--- config.mk ---
export PLATFORM = sky130hd
export DESIGN_NAME = vram_arb
export DESIGN_NICKNAME = d
export VERILOG_FILES = /design/src/rtl/vram_pkg.sv /design/src/rtl/vram_arb.sv
export SDC_FILE = /design/constraint.sdc
export NUM_CORES = 1
export LEC_CHECK = 0
export CORE_MARGIN = 8
export CORE_UTILIZATION = 40
export DETAILED_ROUTE_END_ITERATION = 6
export DONT_BUFFER_PORTS = 1
export GPL_ROUTABILITY_DRIVEN = 0
export PLACE_DENSITY = 0.52
export SYNTH_ARGS = -nofsm -noshare
export SYNTH_HDL_FRONTEND = slang
export SYNTH_SLANG_ARGS = --single-unit
--- constraint.sdc ---
create_clock -name clk -period 2.2 [get_ports clk]
set_input_delay 0.33 -clock clk [delete_from_list [all_inputs] [get_ports clk]]
set_output_delay 0.33 -clock clk [all_outputs]
set_load 0.02 [all_outputs]
--- src/rtl/vram_pkg.sv ---
// Shared types for the VRAM arbiter: read-owner tag and the default starvation limit.
package vram_pkg;

    typedef enum logic [1:0] {
        OWN_NONE = 2'd0,
        OWN_DISP = 2'd1,
        OWN_CMD  = 2'd2
    } owner_t;

    localparam logic [3:0] STARVE_MAX_DEF = 4'd15;

endpackage

--- src/rtl/vram_arb.sv ---
// Two-port (display/command) arbiter in front of a single-port VRAM with registered grants.
// Optional macro VRAM_ARB_BLANK_GATE_EN adds a blank input that confines command grants to blanking.
module vram_arb
    import vram_pkg::*;
#(
    parameter int         ADDR_W     = 13,
    parameter int         DATA_W     = 8,
    parameter logic [3:0] STARVE_MAX = STARVE_MAX_DEF
) (
    input  logic              clk,
    input  logic              rst,
`ifdef VRAM_ARB_BLANK_GATE_EN
    input  logic              blank,
`endif
    input  logic              disp_req,
    input  logic [ADDR_W-1:0] disp_addr,
    output logic              disp_ack,
    output logic              disp_rvalid,
    output logic [DATA_W-1:0] disp_rdata,
    input  logic              cmd_req,
    input  logic              cmd_we,
    input  logic [ADDR_W-1:0] cmd_addr,
    input  logic [DATA_W-1:0] cmd_wdata,
    output logic              cmd_ack,
    output logic              cmd_rvalid,
    output logic [DATA_W-1:0] cmd_rdata,
    output logic              mem_en,
    output logic              mem_we,
    output logic [ADDR_W-1:0] mem_addr,
    output logic [DATA_W-1:0] mem_wdata,
    input  logic [DATA_W-1:0] mem_rdata
);

    logic       disp_eff;
    logic       cmd_eff;
    logic       cmd_allowed;
    logic       starve_hit;
    logic       grant_disp;
    logic       grant_cmd;
    logic [3:0] starve_cnt;
    logic [3:0] starve_nxt;
    owner_t     own1;
    owner_t     own2;
    owner_t     own1_nxt;

    // A request whose ack is currently high is the one just accepted; ignore it this cycle.
    always_comb begin
        disp_eff    = disp_req & ~disp_ack;
        cmd_eff     = cmd_req & ~cmd_ack;
`ifdef VRAM_ARB_BLANK_GATE_EN
        cmd_allowed = cmd_eff & blank;
        starve_hit  = blank & (starve_cnt == STARVE_MAX);
`else
        cmd_allowed = cmd_eff;
        starve_hit  = (starve_cnt == STARVE_MAX);
`endif
        grant_cmd   = cmd_allowed & (~disp_eff | starve_hit);
        grant_disp  = disp_eff & ~grant_cmd;

        starve_nxt = 4'd0;
        if (cmd_eff && !grant_cmd) begin
            starve_nxt = (starve_cnt < STARVE_MAX) ? starve_cnt + 4'd1 : starve_cnt;
        end

        own1_nxt = OWN_NONE;
        if (grant_disp) begin
            own1_nxt = OWN_DISP;
        end else if (grant_cmd && !cmd_we) begin
            own1_nxt = OWN_CMD;
        end
    end

    always_ff @(posedge clk or posedge rst) begin
        if (rst) begin
            disp_ack    <= 1'b0;
            cmd_ack     <= 1'b0;
            mem_en      <= 1'b0;
            mem_we      <= 1'b0;
            mem_addr    <= '0;
            mem_wdata   <= '0;
            starve_cnt  <= 4'd0;
            own1        <= OWN_NONE;
            own2        <= OWN_NONE;
            disp_rvalid <= 1'b0;
            cmd_rvalid  <= 1'b0;
            disp_rdata  <= '0;
            cmd_rdata   <= '0;
        end else begin
            disp_ack   <= grant_disp;
            cmd_ack    <= grant_cmd;
            mem_en     <= grant_disp | grant_cmd;
            mem_we     <= grant_cmd & cmd_we;
            starve_cnt <= starve_nxt;
            if (grant_disp) begin
                mem_addr <= disp_addr;
            end else if (grant_cmd) begin
                mem_addr  <= cmd_addr;
                mem_wdata <= cmd_wdata;
            end
            // RAM data is valid the cycle after own2 is loaded, so own2 steers capture.
            own1        <= own1_nxt;
            own2        <= own1;
            disp_rvalid <= (own2 == OWN_DISP);
            cmd_rvalid  <= (own2 == OWN_CMD);
            if (own2 == OWN_DISP) begin
                disp_rdata <= mem_rdata;
            end
            if (own2 == OWN_CMD) begin
                cmd_rdata <= mem_rdata;
            end
        end
    end

endmodule

# After elaboration in Yosys (flattened, before gate mapping)

Index checks and enable logic that the tools add are counted.

Bits in read-only memories: 0
Register bits: 51
Latch bits: 0
Output and inout bits: 43
Bits of input ports: 47
RAM bits: 0
Memories kept: 0
Logic and storage cells: 43

Multiply operators: 0
$add $sub $neg: 1
Reduce and logical (&&, ||, !) cells: 6
Equality and inequality tests: 4
Muxes and demuxes: 6
Div/mod/pow operators: 0
Shifts and indexed selects: 0
Bitwise logic cells: 12
Order comparisons: 1

Operators with widths:

| kind                | number |
|---|---|
| $mux 13             | 2 |
| $mux 4              | 2 |
| $and 1x1->1         | 5 |
| $not 1->1           | 5 |
| $add 4x1->4 const B | 1 |
| $eq 4x4->1 const B  | 1 |
| $lt 4x4->1 const B  | 1 |
| $mux 2              | 2 |
| $eq 2x1->1 const B  | 1 |
| $eq 2x2->1 const B  | 1 |
| $logic_and 1x1->1   | 2 |
| $logic_not 1->1     | 2 |
| $ne 2x1->1 const B  | 1 |
| $or 1x1->1          | 2 |
| $reduce_and 2->1    | 1 |
| $reduce_bool 2->1   | 1 |

# Depth between registers and ports, before layout

Depth after elaboration: 9
Gate-level depth with buffers: 5
Mapped depth without buffers: 4

# Least setup slack after synthesis

Ideal clock, no wire load.

Kind: flip-flop to flip-flop
From: reg starve_cnt[0]
To: reg mem_wdata[0]
Stages on the path, launching flop included: 6
Data required time: 2.075 ns
Data arrival time: 1.341 ns
Setup time: 0.125 ns
Setup slack: 0.734 ns
Buffers on the path: 1
Cells stage by stage: dfrtp_1 > ha_1 > nand3_2 > a21oi_4 > buf_6 > mux2_4

Word-level cells in the longest chain between the ends: 7

RTL lines:

| what                                  | line           | RTL |
|---|---|---|
| start: declaration                    | vram_arb.sv:40 | `logic [3:0] starve_cnt;` |
| start signal: assignment              | vram_arb.sv:93 | `starve_cnt <= starve_nxt;` |
| $eq 4x4->1 (*)                        | vram_arb.sv:55 | `starve_hit = (starve_cnt == STARVE_MAX);` |
| $or 1x1->1 (*)                        | vram_arb.sv:57 | `grant_cmd = cmd_allowed & (~disp_eff \| starve_hit);` |
| $and 1x1->1 (*)                       | vram_arb.sv:57 |  |
| $not 1->1                             | vram_arb.sv:58 | `grant_disp = disp_eff & ~grant_cmd;` |
| $and 1x1->1                           | vram_arb.sv:58 |  |
| $not 1->1 (no source line)            | --             |  |
| $reduce_and 2->1 (no source line) (*) | --             |  |
| end signal: assignment                | vram_arb.sv:98 | `mem_wdata <= cmd_wdata;` |
| end: declaration                      | vram_arb.sv:30 | `output logic [DATA_W-1:0] mem_wdata,` |

Every way passes the cells marked *; elsewhere a longest branch is shown, timed or not.
A chain may end at the register's enable or synchronous reset.

==> run_results.csv <==
group,metric,value,unit
layout,final_cell_mix,"dfrtp_1, inv_1, mux2_2",
power,p_switching,0.7077,mW
clock_tree,ctsHtreeMaxLevel,2,
detailed_routing,avgRoutedWirePerCell,19.72,um
layout,drive_above_1_share,32.34,%
clock_tree,clockRootBuffer,"clkbuf_8",
detailed_routing,via_count,1219,
die,core_area,0.005075,mm^2
sta,fmax,592.2,MHz
critical_path,path_class,"reg -> reg",
power,vdd_drop_max,0.2999,mV
sta,hold_viol,0,
critical_path,endpoint_kind,"register",
sta,rsz0062_at_grt,"false",
die,chipWidth,88.45,um
power,sw_frac_of_total,33.11,%
detailed_routing,first_pass_iters,4,
sta,setup_viol,0,
status,outcome,"complete, no violations",
detailed_routing,drc,0,
die,start_util,41.37,%
grt,track_usage,12.23,%
critical_path,rr_endpoint,"mem_addr[12]",
placed_design,port-buffer-count,0,
min_path,holdCritStartpoint,"cmd_we",
logic_synthesis,synth_area_leaders,"dfrtp_1, mux2_2, a221oi_2",
die,design.die.area,0.007823,mm^2
placed_design,post-place-ws,524.8,ps
critical_path,cp_max_fo,13,
sta,holdWs,156.2,ps
flow_run,maxCapViolCount,0,
critical_path,r2r_start,"own1[0]",
grt,grt_start_max_net_pins,21,
min_path,hold_path_end,"mem_we",
clock_tree,cts.sinks,50,
critical_path,slowest_delay,490,ps
grt,grt_pass1_vias,1343,
critical_path,crit_top_cell,"buf_4",
clock_tree,cts_resized,0,
logic_synthesis,synth_area,0.002100,mm^2
critical_path,reg2reg_depth,5,
die,pin_count,90,
critical_path,cp_cell_sequence,"nor2b_2 > buf_4 > o21a_1 > buf_4 > a221oi_1",
clock_tree,cts_setup_buffers,0,
layout,utilization,45.04,%
power,p_comb_share,12.3,%
sta,post-route-min-period,1689,ps
die,rows,26,
clock_tree,cts_buffer_depth,2,
logic_synthesis,yosysSeqAreaShare,59.59,%
grt,antenna_found_initial,0,
sta,relSlewSlack,70.25,%
logic_synthesis,yosys_register_bits,50,
grt,overflow,0,
logic_synthesis,syn_area_per_cell,13.29,um^2
critical_path,arrival,1850,ps
critical_path,critPathTopFamily,"flip-flops",
sta,drv_slew,0,
placed_design,dpl-instance-area,0.002183,mm^2
min_path,hold_class,"in -> reg",
detailed_routing,wirelength,4674,um
logic_synthesis,ys_types,25,
logic_synthesis,synth.net_count,206,
critical_path,cp-start-kind,"register",
critical_path,path_buf_inv,2,
layout,layout_commonest_cell,"dfrtp_1",
sta,tns,0,ps
sta,finalCritPeriodShare,76.76,%
logic_synthesis,synthCells,158,
power,p_seq_share,62.6,%
clock_tree,cts_inserted_buffers,5,
detailed_routing,ant_nets,0,
layout,antenna_cells,0,
logic_synthesis,yosys_warnings,0,
clock_tree,clkLatencyLatePin,300,ps
min_path,whs_path_depth,1,
layout,design_area,0.002286,mm^2
layout,nNetsFinal,214,
grt,grt_pass1_wl,7169,um
critical_path,reg2reg_setup_slack,510,ps
logic_synthesis,synth.top_cell.area_share,59.59,%
power,p_leak,1.049,nW
power,internal-power,1.430,mW
logic_synthesis,synth_top_cell_by_area,"dfrtp_1",
detailed_routing,viasPerCell,5.143,
placed_design,dpl.hpwl,3780,um
sta,max_slew.worst_pin.slew,445.3,ps
clock_tree,hold_buffers,1,
die,fp.dieH,88.45,um
clock_tree,cts_tree,"done",
power,power.density,935.0,mW/mm^2
clock_tree,clk_pin_slew,90,ps
layout,area_delta_synth_final,8.879,%
critical_path,cp.required,2360,ps
power,clkPwrFrac,25.0,%
sta,worst_slack,511.3,ps
sta,skew,10.74,ps
critical_path,crit_slowest_cell,"dfrtp_1",
detailed_routing,drt_iter0_drc,43,
==> layout make-up <==
class	instances	area, um^2
multi-input combinational	70	671.9
clock buffer	5	68.82
timing repair buffer	9	70.07
inverter	30	112.6
tap	70	87.58
clock inverter	3	23.77
fill	481	2789
sequential	50	1251
==> power groups by stage <==
stage / Combinational (mW) / Sequential [mW] / Clock (mW)
after floorplan: 0.230 / 1.32 / 0
after global placement: 0.253 / 1.36 / 0
after detailed placement: 0.268 / 1.36 / 0
after CTS: 0.269 / 1.35 / 0.556
after global routing: 0.294 / 1.36 / 0.604
final: 0.263 / 1.34 / 0.535
==> metal layers <==
metal	track usage (%)	routed length, um	up-vias
met5	0	0	-
met4	5.069	103	0
met3	5.850	624	11
met2	19.96	2309	66
met1	13.32	1636	597
li1	-	-	545
==> flip-flops by register name, summed over array words and instances (netlist names) <==
name / count
cmd_ack: 1
cmd_rdata: 8
disp_rdata: 8
starve_cnt: 4
mem_we: 1
mem_addr: 13
own2: 2
mem_wdata: 8
cmd_rvalid: 1
disp_rvalid: 1
mem_en: 1
own1: 2
==> logic make-up (layout without fill, tap and decap cells) <==
| group | Yosys count | after routing | share of synthesized area, % |
|---|---|---|---|
| xor+xnor | 2 | 2 | 0.8345 |
| mux | 24 | 24 | 13.59 |
| compound gates | 15 | 15 | 9.237 |
| flops | 50 | 50 | 59.59 |
| simple gates | 28 | 28 | 7.747 |
| buf+inv | 38 | 47 | 8.402 |
| fa+ha+maj | 1 | 1 | 0.5959 |
==> how the worst max path moves through the flow <==
| stage | from | end | slack, ps | cells past startpoint |
|---|---|---|---|---|
| after floorplan | rst | cmd_ack | 670 | 1 |
| after detailed placement | own1[0] | mem_addr[12] | 520 | 5 |
| after CTS | own1[0] | mem_addr[12] | 490 | 5 |
| final | own1[0] | mem_addr[12] | 510 | 5 |
| after global placement | own1[0] | mem_addr[12] | 570 | 5 |
| after global routing | own1[0] | mem_addr[12] | 400 | 5 |
==> synthesized netlist by cell type <==
| cell type | n |
|---|---|
| a21oi_4 | 1 |
| a221oi_1 | 4 |
| a221oi_2 | 9 |
| and2_1 | 1 |
| and2b_1 | 1 |
| buf_2 | 3 |
| buf_4 | 2 |
| buf_6 | 3 |
| dfrtp_1 | 50 |
| ha_1 | 1 |
| inv_1 | 30 |
| mux2_2 | 20 |
| mux2_4 | 4 |
| nand2_1 | 1 |
| nand2b_1 | 1 |
| nand2b_4 | 1 |
| nand3_1 | 1 |
| nand3_2 | 1 |
| nor2_1 | 1 |
| nor2b_1 | 2 |
| nor2b_2 | 1 |
| nor3_1 | 17 |
| o21a_1 | 1 |
| xnor2_1 | 1 |
| xor2_1 | 1 |
==> stage by stage <==
stage                     total power [mW]  std cells
after floorplan                      1.546        158
after global routing                 2.257        237
after global placement               1.612        228
after CTS                            2.172        237
after detailed placement             1.632        228
final                                2.137        237
==> worst register-to-register path: stages, from the launching register on <==
cell and delay (ps):
dfrtp_1 490, nor2b_2 300, buf_4 250, o21a_1 160, buf_4 230, a221oi_1 110
Note: power is estimated with default switching activity, not from simulation.
